File: config.mk
export PLATFORM = sky130hd
export DESIGN_NAME = dma_axi_rd_burst_flat
export DESIGN_NICKNAME = d
export VERILOG_FILES = /design/src/rtl/dma_axi_rd_burst_if.sv /design/src/rtl/dma_axi_rd_burst.sv /design/src/flat_wrapper.sv
export SDC_FILE = /design/constraint.sdc
export NUM_CORES = 1
export LEC_CHECK = 0
export ABC_AREA = 1
export BUFFER_PORTS_ARGS = -buffer_cell sky130_fd_sc_hd__buf_2
export CAP_MARGIN = 5
export CORE_AREA = 4 4 239 241
export DETAILED_ROUTE_END_ITERATION = 10
export DIE_AREA = 0 0 243 245
export SYNTH_ARGS = -nofsm -noshare
export SYNTH_HDL_FRONTEND = slang
export SYNTH_SLANG_ARGS = --single-unit
File: constraint.sdc
create_clock -name clk_i -period 3.3 [get_ports clk_i]
set_clock_uncertainty 0.1 [all_clocks]
set_input_delay 0.33 -clock clk_i [delete_from_list [all_inputs] [get_ports clk_i]]
set_output_delay 0.33 -clock clk_i [all_outputs]
set_load 0.01 [all_outputs]
File: src/rtl/dma_axi_rd_burst_if.sv
// AXI4 read-only channel bundle (AR + R) between the DMA read burst master
// and the DDR-side interconnect. master = burst engine, slave = memory side.
interface dma_axi_rd_burst_if #(
   parameter int ADDR_W = 32,
   parameter int DATA_W = 256
);
   logic              arid;
   logic [ADDR_W-1:0] araddr;
   logic [7:0]        arlen;
   logic [2:0]        arsize;
   logic [1:0]        arburst;
   logic              arlock;
   logic [3:0]        arcache;
   logic [2:0]        arprot;
   logic [3:0]        arqos;
   logic              arvalid;
   logic              arready;
   logic              rid;
   logic [DATA_W-1:0] rdata;
   logic [1:0]        rresp;
   logic              rlast;
   logic              rvalid;
   logic              rready;

   modport master (
      output arid, araddr, arlen, arsize, arburst, arlock, arcache, arprot, arqos,
      output arvalid, rready,
      input  arready, rid, rdata, rresp, rlast, rvalid
   );

   modport slave (
      input  arid, araddr, arlen, arsize, arburst, arlock, arcache, arprot, arqos,
      input  arvalid, rready,
      output arready, rid, rdata, rresp, rlast, rvalid
   );
endinterface

File: src/rtl/dma_axi_rd_burst.sv
// Read-only AXI4 burst master: turns one databus read request (addr + beats-1)
// into a single INCR burst and returns each beat with a one-cycle ready pulse.
// Optional protocol/boundary error checking is built when DMA_RD_ERR_EN is
// defined; otherwise error_o is tied low.
module dma_axi_rd_burst #(
   parameter int ADDR_W = 32,
   parameter int DATA_W = 256,
   parameter int LEN_W  = 8,
   parameter int AXI_ID = 0
) (
   input  logic                 clk_i,
   input  logic                 reset_i,
   input  logic                 databus_valid_i,
   input  logic [ADDR_W-1:0]    databus_addr_i,
   input  logic [LEN_W-1:0]     dma_len_i,
   output logic [DATA_W-1:0]    databus_rdata_o,
   output logic                 databus_ready_o,
   output logic                 busy_o,
   output logic                 error_o,
   dma_axi_rd_burst_if.master   m_axi
);

   localparam logic [2:0] AR_SIZE = 3'($clog2(DATA_W/8));

   typedef enum logic [1:0] {IDLE, ADDR, DATA, DONE} state_t;

   state_t              state_q, state_d;
   logic [ADDR_W-1:0]   araddr_q, araddr_d;
   logic [LEN_W-1:0]    arlen_q, arlen_d;
   logic                arvalid_q, arvalid_d;
   logic                rready_q, rready_d;
   logic [DATA_W-1:0]   rdata_q, rdata_d;
   logic                dready_q, dready_d;
   logic                busy_q, busy_d;
   // one extra bit so len=255 never wraps
   logic [LEN_W:0]      cnt_q, cnt_d;
   logic                beat, cnt_at_len, last_beat;
   logic                unused_ok;

   assign beat       = m_axi.rvalid && rready_q;
   assign cnt_at_len = (cnt_q == {1'b0, arlen_q});
   assign last_beat  = m_axi.rlast || cnt_at_len;

`ifdef DMA_RD_ERR_EN
   logic        error_q, error_d;
   logic [31:0] span;

   // end offset of the requested burst within its 4 KB page
   assign span = 32'(databus_addr_i[11:0])
               + (32'(dma_len_i) + 32'd1) * 32'(DATA_W/8);
   assign error_o   = error_q;
   assign unused_ok = m_axi.rid;
`else
   assign error_o   = 1'b0;
   assign unused_ok = ^{m_axi.rid, m_axi.rresp};
`endif

   // next-state and datapath updates for the burst FSM
   always_comb begin
      state_d   = state_q;
      araddr_d  = araddr_q;
      arlen_d   = arlen_q;
      arvalid_d = arvalid_q;
      rready_d  = rready_q;
      rdata_d   = rdata_q;
      dready_d  = 1'b0;
      busy_d    = busy_q;
      cnt_d     = cnt_q;
`ifdef DMA_RD_ERR_EN
      error_d   = error_q;
`endif
      case (state_q)
         IDLE: begin
            if (databus_valid_i) begin
               araddr_d  = databus_addr_i;
               arlen_d   = dma_len_i;
               arvalid_d = 1'b1;
               busy_d    = 1'b1;
               state_d   = ADDR;
`ifdef DMA_RD_ERR_EN
               if (span > 32'd4096) error_d = 1'b1;
`endif
            end
         end
         ADDR: begin
            if (m_axi.arready) begin
               arvalid_d = 1'b0;
               rready_d  = 1'b1;
               cnt_d     = '0;
               state_d   = DATA;
            end
         end
         DATA: begin
            if (beat) begin
               rdata_d  = m_axi.rdata;
               dready_d = 1'b1;
               cnt_d    = cnt_q + 1'b1;
`ifdef DMA_RD_ERR_EN
               if (m_axi.rresp != 2'b00)        error_d = 1'b1;
               if (m_axi.rlast && !cnt_at_len)  error_d = 1'b1;
               if (cnt_at_len && !m_axi.rlast)  error_d = 1'b1;
`endif
               if (last_beat) begin
                  rready_d = 1'b0;
                  state_d  = DONE;
               end
            end
         end
         DONE: begin
            // wait for the requester to drop valid so it is not re-accepted
            if (!databus_valid_i) begin
               busy_d  = 1'b0;
               state_d = IDLE;
            end
         end
         default: state_d = IDLE;
      endcase
   end

   // state and datapath registers, synchronous reset
   always_ff @(posedge clk_i) begin
      if (reset_i) begin
         state_q   <= IDLE;
         araddr_q  <= '0;
         arlen_q   <= '0;
         arvalid_q <= 1'b0;
         rready_q  <= 1'b0;
         rdata_q   <= '0;
         dready_q  <= 1'b0;
         busy_q    <= 1'b0;
         cnt_q     <= '0;
      end else begin
         state_q   <= state_d;
         araddr_q  <= araddr_d;
         arlen_q   <= arlen_d;
         arvalid_q <= arvalid_d;
         rready_q  <= rready_d;
         rdata_q   <= rdata_d;
         dready_q  <= dready_d;
         busy_q    <= busy_d;
         cnt_q     <= cnt_d;
      end
   end

`ifdef DMA_RD_ERR_EN
   // sticky error flag, cleared only by reset
   always_ff @(posedge clk_i) begin
      if (reset_i) error_q <= 1'b0;
      else         error_q <= error_d;
   end
`endif

   assign m_axi.arid    = 1'(AXI_ID);
   assign m_axi.araddr  = araddr_q;
   assign m_axi.arlen   = 8'(arlen_q);
   assign m_axi.arsize  = AR_SIZE;
   assign m_axi.arburst = 2'b01;
   assign m_axi.arlock  = 1'b0;
   assign m_axi.arcache = 4'b0011;
   assign m_axi.arprot  = 3'b000;
   assign m_axi.arqos   = 4'b0000;
   assign m_axi.arvalid = arvalid_q;
   assign m_axi.rready  = rready_q;

   assign databus_rdata_o = rdata_q;
   assign databus_ready_o = dready_q;
   assign busy_o          = busy_q;

endmodule

File: src/flat_wrapper.sv
// flat-port wrapper written by rule: the top's interface ports become plain ports
module dma_axi_rd_burst_flat 
#(
   parameter int ADDR_W = 32,
   parameter int DATA_W = 256,
   parameter int LEN_W  = 8,
   parameter int AXI_ID = 0
)
  (clk_i, reset_i, databus_valid_i, databus_addr_i, dma_len_i, databus_rdata_o, databus_ready_o, busy_o, error_o, m_axi_arid, m_axi_araddr, m_axi_arlen, m_axi_arsize, m_axi_arburst, m_axi_arlock, m_axi_arcache, m_axi_arprot, m_axi_arqos, m_axi_arvalid, m_axi_rready, m_axi_arready, m_axi_rid, m_axi_rdata, m_axi_rresp, m_axi_rlast, m_axi_rvalid);
  dma_axi_rd_burst_if #(.ADDR_W(ADDR_W), .DATA_W(DATA_W)) m_axi_i ();
  input  logic clk_i;
  input  logic reset_i;
  input  logic databus_valid_i;
  input  logic [ADDR_W-1:0] databus_addr_i;
  input  logic [LEN_W-1:0] dma_len_i;
  output logic [DATA_W-1:0] databus_rdata_o;
  output logic databus_ready_o;
  output logic busy_o;
  output logic error_o;
  output wire logic [$bits(m_axi_i.arid)-1:0] m_axi_arid;
  output wire logic [$bits(m_axi_i.araddr)-1:0] m_axi_araddr;
  output wire logic [$bits(m_axi_i.arlen)-1:0] m_axi_arlen;
  output wire logic [$bits(m_axi_i.arsize)-1:0] m_axi_arsize;
  output wire logic [$bits(m_axi_i.arburst)-1:0] m_axi_arburst;
  output wire logic [$bits(m_axi_i.arlock)-1:0] m_axi_arlock;
  output wire logic [$bits(m_axi_i.arcache)-1:0] m_axi_arcache;
  output wire logic [$bits(m_axi_i.arprot)-1:0] m_axi_arprot;
  output wire logic [$bits(m_axi_i.arqos)-1:0] m_axi_arqos;
  output wire logic [$bits(m_axi_i.arvalid)-1:0] m_axi_arvalid;
  output wire logic [$bits(m_axi_i.rready)-1:0] m_axi_rready;
  input wire logic [$bits(m_axi_i.arready)-1:0] m_axi_arready;
  input wire logic [$bits(m_axi_i.rid)-1:0] m_axi_rid;
  input wire logic [$bits(m_axi_i.rdata)-1:0] m_axi_rdata;
  input wire logic [$bits(m_axi_i.rresp)-1:0] m_axi_rresp;
  input wire logic [$bits(m_axi_i.rlast)-1:0] m_axi_rlast;
  input wire logic [$bits(m_axi_i.rvalid)-1:0] m_axi_rvalid;
  assign m_axi_arid = m_axi_i.arid;
  assign m_axi_araddr = m_axi_i.araddr;
  assign m_axi_arlen = m_axi_i.arlen;
  assign m_axi_arsize = m_axi_i.arsize;
  assign m_axi_arburst = m_axi_i.arburst;
  assign m_axi_arlock = m_axi_i.arlock;
  assign m_axi_arcache = m_axi_i.arcache;
  assign m_axi_arprot = m_axi_i.arprot;
  assign m_axi_arqos = m_axi_i.arqos;
  assign m_axi_arvalid = m_axi_i.arvalid;
  assign m_axi_rready = m_axi_i.rready;
  assign m_axi_i.arready = m_axi_arready;
  assign m_axi_i.rid = m_axi_rid;
  assign m_axi_i.rdata = m_axi_rdata;
  assign m_axi_i.rresp = m_axi_rresp;
  assign m_axi_i.rlast = m_axi_rlast;
  assign m_axi_i.rvalid = m_axi_rvalid;
  dma_axi_rd_burst #(.ADDR_W(ADDR_W), .DATA_W(DATA_W), .LEN_W(LEN_W), .AXI_ID(AXI_ID)) u_core (.clk_i(clk_i), .reset_i(reset_i), .databus_valid_i(databus_valid_i), .databus_addr_i(databus_addr_i), .dma_len_i(dma_len_i), .databus_rdata_o(databus_rdata_o), .databus_ready_o(databus_ready_o), .busy_o(busy_o), .error_o(error_o), .m_axi(m_axi_i));
endmodule
-- Word-level counts from Yosys, hierarchy flattened
Cells that the tools add are included.
- flip-flop bits (word level): 311
- input port bits: 305
- output and inout port bits: 319
- add/sub/neg operators: 1
- equality and inequality tests: 9
- multiplexer cells: 19
- bitwise gates (word level): 1
- reductions and logical operators: 14
- operator list (kind ; count):
    $mux W9 ; 2
    $pmux W9 S2 ; 1
    $mux W2 ; 5
    $add A9 B1 Y9 const B ; 1
    $eq A9 B8 Y1 ; 1
    $reduce_and A3 Y1 ; 3
    $pmux W2 S4 ; 1
    $mux W1 ; 7
    $ne A2 B2 Y1 const B ; 3
    $pmux W1 S2 ; 3
    $reduce_bool A2 Y1 ; 3
    $reduce_and A5 Y1 ; 1
    $eq A2 B2 Y1 const B ; 2
    $ne A2 B1 Y1 const B ; 2
    $reduce_and A2 Y1 ; 2
    $reduce_and A4 Y1 ; 1
    $eq A2 B1 Y1 const B ; 1
    $logic_not A2 Y1 ; 1
    $reduce_or A2 Y1 ; 1
    $logic_and A1 B1 Y1 ; 1
    $logic_or A1 B1 Y1 ; 1
    $not A1 Y1 ; 1

-- Depth between registers and ports, before layout
Gate-level depths: netlist of run 1.
- word-level depth: 5
- depth in mapped cells: 11
- depth with buffers taken out: 11

-- Least setup slack after synthesis of run 1
No wires, ideal clock.
- path kind: flip-flop to flip-flop
- from: register u_core.state_q[0]
- to: register u_core.rdata_q[59], in the netlist u_core.databus_rdata_o[59]
- arrival: 1413 ps
- required time: 3072 ps
- path slack: 1659 ps
- stages on the path, launching flop included: 8
- path buffers: 3
- clock period less this slack: 1641 ps
- cell sequence: dfxtp_1 > inv_1 > ha_1 > buf_4 > nand3_4 > buf_2 > buf_1 > a21oi_1
- cells in the longest elaborated chain, start to end: 2
- RTL lines (item ; RTL line ; source):
    start: declaration ; dma_axi_rd_burst.sv:27 ; state_t state_q, state_d;
    start signal: assignment ; dma_axi_rd_burst.sv:133 ; state_q <= state_d;
    $eq A2 B2 Y1 ; dma_axi_rd_burst.sv:72 ; case (state_q)
    $reduce_and A2 Y1 (no source line) ; - ;
    end signal: assignment ; dma_axi_rd_burst.sv:138 ; rdata_q <= rdata_d;
    end: declaration ; dma_axi_rd_burst.sv:32 ; logic [DATA_W-1:0] rdata_q, rdata_d;
Every way passes these cells.
A chain may end at the register's enable or synchronous reset.

-- Worst setup path after layout of run 1
- from: register u_core.state_q[0]
- to: register u_core.rdata_q[244], in the netlist u_core.databus_rdata_o[244]
The elaborated chain is that of the path after synthesis.

==> results.cfg, run 1 <==
[global_route]
grt_pass1_wl_um = 62300
track_usage_pct = 12.7
grt_pass1_vias = 11800
antenna_found_initial = 3
overflow = 0
grt_max_degree = 126

[timing]
drv_slew = 0
fmax_mhz = 440
rsz0062_at_grt = false
maxSlewHeadroom_pct = 57.1
period_share_pct = 68.9
worst_slew_pin_slew_ps = 643
setup_tns_ps = 0
fin_crit_ps = 2270
setup_violations = 0
finalHoldViolations = 0

[routing]
routed_via_density = 4.02
num_vias = 12100
drtIter0Drc = 605
first_pass_iters = 5
wl_per_cell_um = 13.5
antenna_left = 0
remaining_drc_errors = 0
drt-total-wl_um = 40700

[synthesis]
syn_area_mm2 = 0.0115
synth.avg_cell_area_um2 = 7.94
ys_warn_count = 0
yosysUniqueCellTypes = 29
synthXorXnorAreaFrac_pct = 0.153
postSynthCellCount = 1445
seq_area_frac_synth_pct = 54.3
synth_ff_type = dfxtp_1
synth-simple-area-share_pct = 5.52
synth_edf_count = 0
ys_seq_elements = 311
synthMuxAreaShare_pct = 0
synth-async-reset-ratio_pct = 0
synth_compound_area_share_pct = 25.3
synth_top_family_by_area = compound AO/OA/AOI/OAI gates
synthAdderAreaFrac_pct = 0.545

[status]
status = finished, final reports clean

[pwr]
clkPwrFrac_pct = 40.7
ir_drop_mv = 0.323
leakage_nw = 8.54
comb_power_share_pct = 17.2
p_int_w = 0.00732
power.density_mw_per_mm2 = 519
swShare_pct = 26.4
switchingPower_w = 0.00263
p_seq_share_pct = 42.1
total_power_w = 0.00995

[place]
dp_cells = 2679
place.gp.congestion = 0.817
numPortBuffers = 601
place_hpwl_um = 27800

[cts]
clk_pin_slew_worst_paths_ps = 60
cts_max_level = 2
cts_root_buf = clkbuf_16
post_cts_buffers = 0
cts_buffer_depth = 3
cts_sinks = 311
numCtsBuffers = 36
clk_latency_ps = 520
tritoncts = yes

[layout]
layout-drive-gt1-share_pct = 30.3
fin_cells = 3018
area_growth_syn_to_layout_pct = 67.0
final_util_pct = 34.9
nets = 2599

[die]
num_rows = 86
die-area_mm2 = 0.0595
die_y_um = 245
ios = 624
die_x_um = 243
start_util_pct = 20.9
core_region_area_mm2 = 0.0549

[job]
maxCapViolations = 0

[critical_path]
cpMaxStageDelayCell = ha_1
path_class = reg2reg
end_kind = flop
cp.arrival_ps = 2570
max_stage_delay_ps = 430
cp-start-kind = flop
path_max_fanout = 44
crit_path_cell_trace = inv_1 > ha_1 > nand3_4 > buf_12 > buf_4 > o21ai_0 > a21oi_1
required_ps = 3590

[worst_hold_path]
hold_class = in2reg
worst max-delay path, delay by kind of cell, from the launching register on:
| kind | cells | cell delay, ps |
|---|---|---|
| buffers and inverters | 3 | 590 |
| adders and majority gates | 1 | 430 |
| and+or+nand+nor | 1 | 360 |
| DFF | 1 | 340 |
| AOI/OAI and AO/OA | 2 | 280 |
state kept, by name (all words and copies together), names as in the netlist:
register                count
u_core.cnt_q                9
u_core.m_axi.arlen          8
u_core.m_axi.rready         1
u_core.state_q              2
u_core.databus_rdata_o    256
u_core.busy_o               1
u_core.m_axi.araddr        32
u_core.databus_ready_o      1
u_core.m_axi.arvalid        1
area by class of cell:
type	instances	area, µm²
fillers	5640	35700
flip-flops and latches	311	6230
repair buffers	907	6100
multi-input cells	752	3690
inverters	281	1060
clock buffers	49	1040
well taps	704	881
clock inverters	12	163
diodes	2	5.00
path summary, 6_finish.rpt:
check / slack (ps) / endpoint / depth (start not counted) / from
worst min register to register: 340 / u_core.databus_rdata_o[237]$_SDFFE_PP0P_ / 2 / u_core.databus_rdata_o[237]$_SDFFE_PP0P_
worst max-delay path: 1030 / u_core.databus_rdata_o[244]$_SDFFE_PP0P_ / 7 / u_core.state_q[0]$_SDFFE_PP0P_
worst max register to register: 1030 / u_core.databus_rdata_o[244]$_SDFFE_PP0P_ / 7 / u_core.state_q[0]$_SDFFE_PP0P_
worst min-delay path: 40 / u_core.databus_rdata_o[39]$_SDFFE_PP0P_ / 3 / m_axi_rdata[39]
placed cells by master, fill, tap and decap left out, types with 9 or more instances in the layout:
cell / instances
clkbuf_16: 37
buf_4: 22
nor2_1: 82
dfxtp_1: 311
dlygate4sd3_1: 276
nand3_1: 9
buf_2: 601
o21ai_0: 299
inv_1: 275
conb_1: 19
nand2_1: 38
a21oi_1: 276
metal layers:
layer	track usage, %	part of all wire [%]
met1	14.4	40
met4	5.06	3.5
met2	22.3	50
met3	3.82	7.1
met5	0	0.032
stage by stage:
step                      instance area [µm²]  hold slack [ps]  setup slack [ps]
final                                   19200             44.9              1030
after global routing                    19200             42.2               809
after CTS                               19200         0.000444               995
after detailed placement                15200              332              1030
after global placement                  15200              328              1040
after floorplan                         11500              366              1660
Yosys cell counts (5+ instances only):
master | instances | share of area, %
buf_4 | 21 | 1.4
clkbuf_2 | 17 | 0.74
nor2_1 | 82 | 2.7
nand3_1 | 9 | 0.39
clkbuf_1 | 59 | 1.9
dfxtp_1 | 311 | 54
buf_2 | 17 | 0.74
a21oi_1 | 276 | 12
o21ai_0 | 299 | 13
inv_1 | 276 | 9.0
ha_1 | 5 | 0.55
nand2_1 | 38 | 1.2
nor3_1 | 6 | 0.26
power by group through the flow:
stage / Combinational, W / Sequential (W) / Clock (W)
5_1_grt: 0.00191 / 0.00422 / 0.00437
3_5_place_dp: 0.00145 / 0.00426 / 0
3_3_place_gp: 0.00144 / 0.00426 / 0
2_1_floorplan: 0.000734 / 0.00436 / 0
4_1_cts: 0.00171 / 0.00418 / 0.00423
6_report: 0.00171 / 0.00419 / 0.00405
kinds of logic (layout without fill, tap and decap cells):
group	count (synthesis)	after routing
flops	311	311
buf+inv	399	1249
fa+ha+maj	5	5
xor+xnor	2	2
other cells	2	21
simple gates	147	147
compound gates	579	579
repair_timing:
item | CTS | global route
hold buffers | 276 | 0
gates resized for setup | 0 | 0
hold endpoints to repair | 276 | 0
No activity file was read; power rests on OpenSTA's default activity.
==> run 2, diff against run 1 <==
Settings changed: CORE_AREA 4 4 239 241 to 4 4 240 242, DIE_AREA 0 0 243 245 to 0 0 244 246.
Clock period 3.3 ns to 2.2 ns, I/O delays scaled along.
==> results.cfg, run 2 (synthesis results as in run 1) <==
[routing]
drtIter0Drc = 481
num_vias = 12600
remaining_drc_errors = 0
wl_per_cell_um = 14.2
routed_via_density = 4.05
first_pass_iters = 5
drt-total-wl_um = 43900
antenna_left = 0

[status]
violations = hold timing
status = finished, violations left

[place]
place_hpwl_um = 29400
numPortBuffers = 601
pre_cts_slack_ps = 146
place.gp.congestion = 0.796

[critical_path]
crit_path_cell_trace = inv_1 > ha_1 > nand3_4 > buf_12 > buf_12 > buf_4 > o21ai_0 > a21oi_1
path_buf_inv = 4
r2r_cells = 8
rrSetupSlack_ps = 270
max_stage_delay_ps = 380
cpMaxStageDelayCell = dfxtp_1
path_max_fanout = 59
crit_top_cell = buf_12
cp_top_family = buffers and inverters
r2r-start = u_core.state_q[0]$_SDFFE_PP0P_
required_ps = 2550
cp.arrival_ps = 2280
cp-start-kind = flop
end_kind = flop
path_depth = 8
path_class = reg2reg
r2r_end = u_core.databus_rdata_o[74]$_SDFFE_PP0P_

[layout]
layout_commonest_cell = buf_2
area_growth_syn_to_layout_pct = 70.6
final_util_pct = 35.5
layout-drive-gt1-share_pct = 30.5
nets = 2631
largest_reg_flops = 256
layout_common_cells = 601 x buf_2, 311 x dfxtp_1, 299 x o21ai_0, 293 x dlygate4sd3_1, 276 x a21oi_1

[timing]
setup_tns_ps = 0
rsz0062_at_grt = false
worst_slew_pin_slew_ps = 656
drv_slew = 0
setup_slack_ps = 266
fmax_mhz = 517
fin_crit_ps = 1930
setup_violations = 0
maxSlewHeadroom_pct = 56.2
period_share_pct = 87.9
timing.hold.ws_ps = -5.62
finalHoldViolations = 1

[die]
ios = 624
start_util_pct = 20.8
die_y_um = 246
die-area_mm2 = 0.0600
die_x_um = 244
core_region_area_mm2 = 0.0551
num_rows = 86

[pwr]
ir_drop_mv = 0.607
clkPwrFrac_pct = 41.2
switchingPower_w = 0.00410
p_seq_share_pct = 41.3
power.density_mw_per_mm2 = 777
p_int_w = 0.0111
total_power_w = 0.0152
swShare_pct = 27.0
comb_power_share_pct = 17.5
leakage_nw = 8.70

[worst_hold_path]
holdPathEnd = u_core.databus_rdata_o[151]$_SDFFE_PP0P_
hold_class = in2reg
min_path_cells = 3
hold_path.startpoint = m_axi_rdata[151]

[cts]
clk_pin_slew_worst_paths_ps = 60
numCtsBuffers = 36
tritoncts = yes
cts_sinks = 311
cts_buffer_depth = 3
clk_latency_ps = 530
cts_root_buf = clkbuf_16
cts_max_level = 2
cts_resized = 0

[global_route]
grt_pass1_vias = 12500
grt_pass1_wl_um = 67100
track_usage_pct = 13.7
overflow = 0
grt_max_degree = 71
antenna_found_initial = 0

[job]
maxCapViolations = 0
==> run 2: changes by cell type in the layout (fill, tap and decap cells not counted), sizes merged <==
| cell | previous run | this run |
|---|---|---|
| clkinv | 9 | 6 |
| inv | 279 | 281 |
| diode | 2 | 4 |
| dlygate4sd3 | 276 | 293 |
| buf | 631 | 646 |
| clkbuf | 49 | 55 |
==> run 2: per-layer routing <==
layer  GRT usage (%)  vias up  part of all wire, %
met2            23.7      459                   48
met1            15.7     5657                   40
li1                -     6345                    -
met4            6.26        0                  4.2
met3            3.98      112                  7.4
met5               0        -                    0
==> run 2: cell type report <==
type | instances | area, µm²
inverter | 281 | 1060
fill | 5651 | 35500
tap | 748 | 936
clock inverter | 11 | 169
multi-input combinational | 752 | 3690
antenna | 4 | 10.0
sequential | 311 | 6230
timing repair buffer | 939 | 6400
clock buffer | 55 | 1070
==> run 2: how the worst max path moves through the flow <==
stage	start	end	slack [ps]
after floorplan	u_core.state_q[0]$_SDFFE_PP0P_	u_core.databus_rdata_o[59]$_SDFFE_PP0P_	560
after global placement	u_core.state_q[0]$_SDFFE_PP0P_	u_core.databus_rdata_o[12]$_SDFFE_PP0P_	180
after detailed placement	u_core.state_q[0]$_SDFFE_PP0P_	u_core.databus_rdata_o[12]$_SDFFE_PP0P_	150
after CTS	u_core.state_q[0]$_SDFFE_PP0P_	u_core.databus_rdata_o[12]$_SDFFE_PP0P_	120
after global routing	u_core.state_q[0]$_SDFFE_PP0P_	u_core.databus_rdata_o[12]$_SDFFE_PP0P_	40
final	u_core.state_q[0]$_SDFFE_PP0P_	u_core.databus_rdata_o[74]$_SDFFE_PP0P_	270
==> run 2: through the flow <==
step	cell area, µm²	hold slack, ps	std cells
2_1_floorplan	11500	287	1462
3_3_place_gp	15400	327	2738
3_5_place_dp	15400	331	2738
4_1_cts	19600	4.67	3097
5_1_grt	19600	24.1	3097
6_report	19600	-5.62	3101
==> run 2: power groups by stage <==
stage	Sequential, W	Combinational, W	Clock [W]
CTS	0.00627	0.00265	0.00648
detailed placement	0.00640	0.00223	0
global route	0.00633	0.00297	0.00672
floorplan	0.00654	0.00110	0
finish	0.00628	0.00266	0.00627
global placement	0.00638	0.00222	0
==> run 2: timing repair <==
item / in CTS / in global routing
endpoints found under the setup margin: 0 / 0
hold buffers: 293 / 0
setup buffers: 0 / 0
endpoints found under the hold margin: 301 / 0
==> run 2: worst reg2reg max path, cell delays in order (launching register included) <==
cell     delay (ps)
dfxtp_1         380
inv_1            80
ha_1            240
nand3_4         120
buf_12          160
buf_12          250
buf_4           300
o21ai_0         120
a21oi_1         130
==> run 3, diff against run 2 <==
Settings changed: CORE_AREA 4 4 240 242 to 2 2 245 247, DIE_AREA 0 0 244 246 to 0 0 247 249.
==> results.cfg, run 3 (synthesis results as in run 1) <==
[status]
status = finished, final reports clean

[critical_path]
rrSetupSlack_ps = 190
path_class = reg2reg
end_kind = flop
path_max_fanout = 16
cp.arrival_ps = 2390
cp-start-kind = flop
required_ps = 2580

[timing]
period_share_pct = 91.3
drv_slew = 0
fin_crit_ps = 2010
setup_tns_ps = 0
finalHoldViolations = 0
setup_violations = 0
timing.hold.ws_ps = 151
rsz0062_at_grt = false
fmax_mhz = 498

[die]
core_region_area_mm2 = 0.0587
num_rows = 89
die-area_mm2 = 0.0615
die_y_um = 249
die_x_um = 247
start_util_pct = 19.6
ios = 624

[layout]
nFillCells = 6006
largest_reg_flops = 256
area_growth_syn_to_layout_pct = 71.0
layout_commonest_cell = buf_2
layout_common_cells = 601 x buf_2, 311 x dfxtp_1, 301 x dlygate4sd3_1, 299 x o21ai_0, 276 x a21oi_1
layout-drive-gt1-share_pct = 30.2
nets = 2635

[cts]
cts_max_level = 2
clk_pin_slew_worst_paths_ps = 60
cts_root_buf = clkbuf_16
clk_latency_ps = 530
cts_buffer_depth = 3
cts_sinks = 311
numCtsBuffers = 36
tritoncts = yes

[routing]
num_vias = 12400
drt-total-wl_um = 41200
wl_per_cell_um = 13.2
first_pass_iters = 5
antenna_left = 0
remaining_drc_errors = 0
drtIter0Drc = 540
routed_via_density = 3.97

[pwr]
power.density_mw_per_mm2 = 757
leakage_nw = 8.71
ir_drop_mv = 0.614

[place]
place_hpwl_um = 27800
place.gp.congestion = 0.840
numPortBuffers = 601

[global_route]
grt_pass1_vias = 12000
overflow = 0
grt_max_degree = 78
antenna_found_initial = 3
grt_pass1_wl_um = 62000
track_usage_pct = 12.5

[worst_hold_path]
hold_class = in2reg

[job]
maxCapViolations = 0
-- run 3: routing by layer --
metal	wire, µm	share of wire (%)	global-route usage [%]
met2	20300	49	22.2
met4	1740	4.2	6.18
met1	16000	39	13.5
met5	0	0	0
met3	3100	7.5	3.58
-- run 3: timing repair --
action | CTS | global route
buffers inserted | 0 | 0
gates resized for setup | 0 | 0
hold endpoints to repair | 308 | 0
hold buffers | 301 | 0
-- run 3: layout make-up --
cell class	instances	area, µm²	share of cell area (%)
tap	773	967	4.93
clock buffer	53	1090	5.54
clock inverter	7	73.8	0.376
sequential	311	6230	31.7
timing repair buffer	943	6500	33.1
multi-input combinational	752	3690	18.8
inverter	281	1060	5.41
antenna	3	7.51	0.0383
-- run 3: power breakdown --
group	leakage (nW)	internal [W]	switching [W]	total, W
sequential	2.52	0.00603	0.000241	0.00627
combinational	5.62	0.00127	0.00143	0.00270
clock	0.571	0.00353	0.00236	0.00589
total	8.71	0.0108	0.00403	0.0149
-- run 3: path summary, 6_finish.rpt --
path | depth (start not counted) | endpoint | startpoint
max | 7 | u_core.busy_o$_SDFFE_PP0P_ | u_core.state_q[0]$_SDFFE_PP0P_
min | 5 | u_core.cnt_q[0]$_SDFFE_PP0P_ | m_axi_rvalid
max reg2reg | 7 | u_core.busy_o$_SDFFE_PP0P_ | u_core.state_q[0]$_SDFFE_PP0P_
min reg2reg | 2 | u_core.databus_rdata_o[19]$_SDFFE_PP0P_ | u_core.databus_rdata_o[19]$_SDFFE_PP0P_
-- run 3: stage by stage --
step	instances	setup WS, ps	power, W	area, µm²	util (%)
finish	3123	192	0.0149	19600	33.4
global route	3123	15.3	0.0156	19600	33.4
CTS	3120	190	0.0151	19600	33.4
detailed placement	2759	283	0.00864	15400	26.3
global placement	2759	325	0.00862	15400	26.3
floorplan	1462	559	0.00764	11500	-
-- run 3: worst max-delay path, cell delays in order, from the launching register on --
cell           delay [ps]
dfxtp_1               340
inv_1                  90
ha_1                  220
nand2_1               110
inv_2                 240
a21oi_1               110
a211oi_1              160
dlygate4sd3_1         570
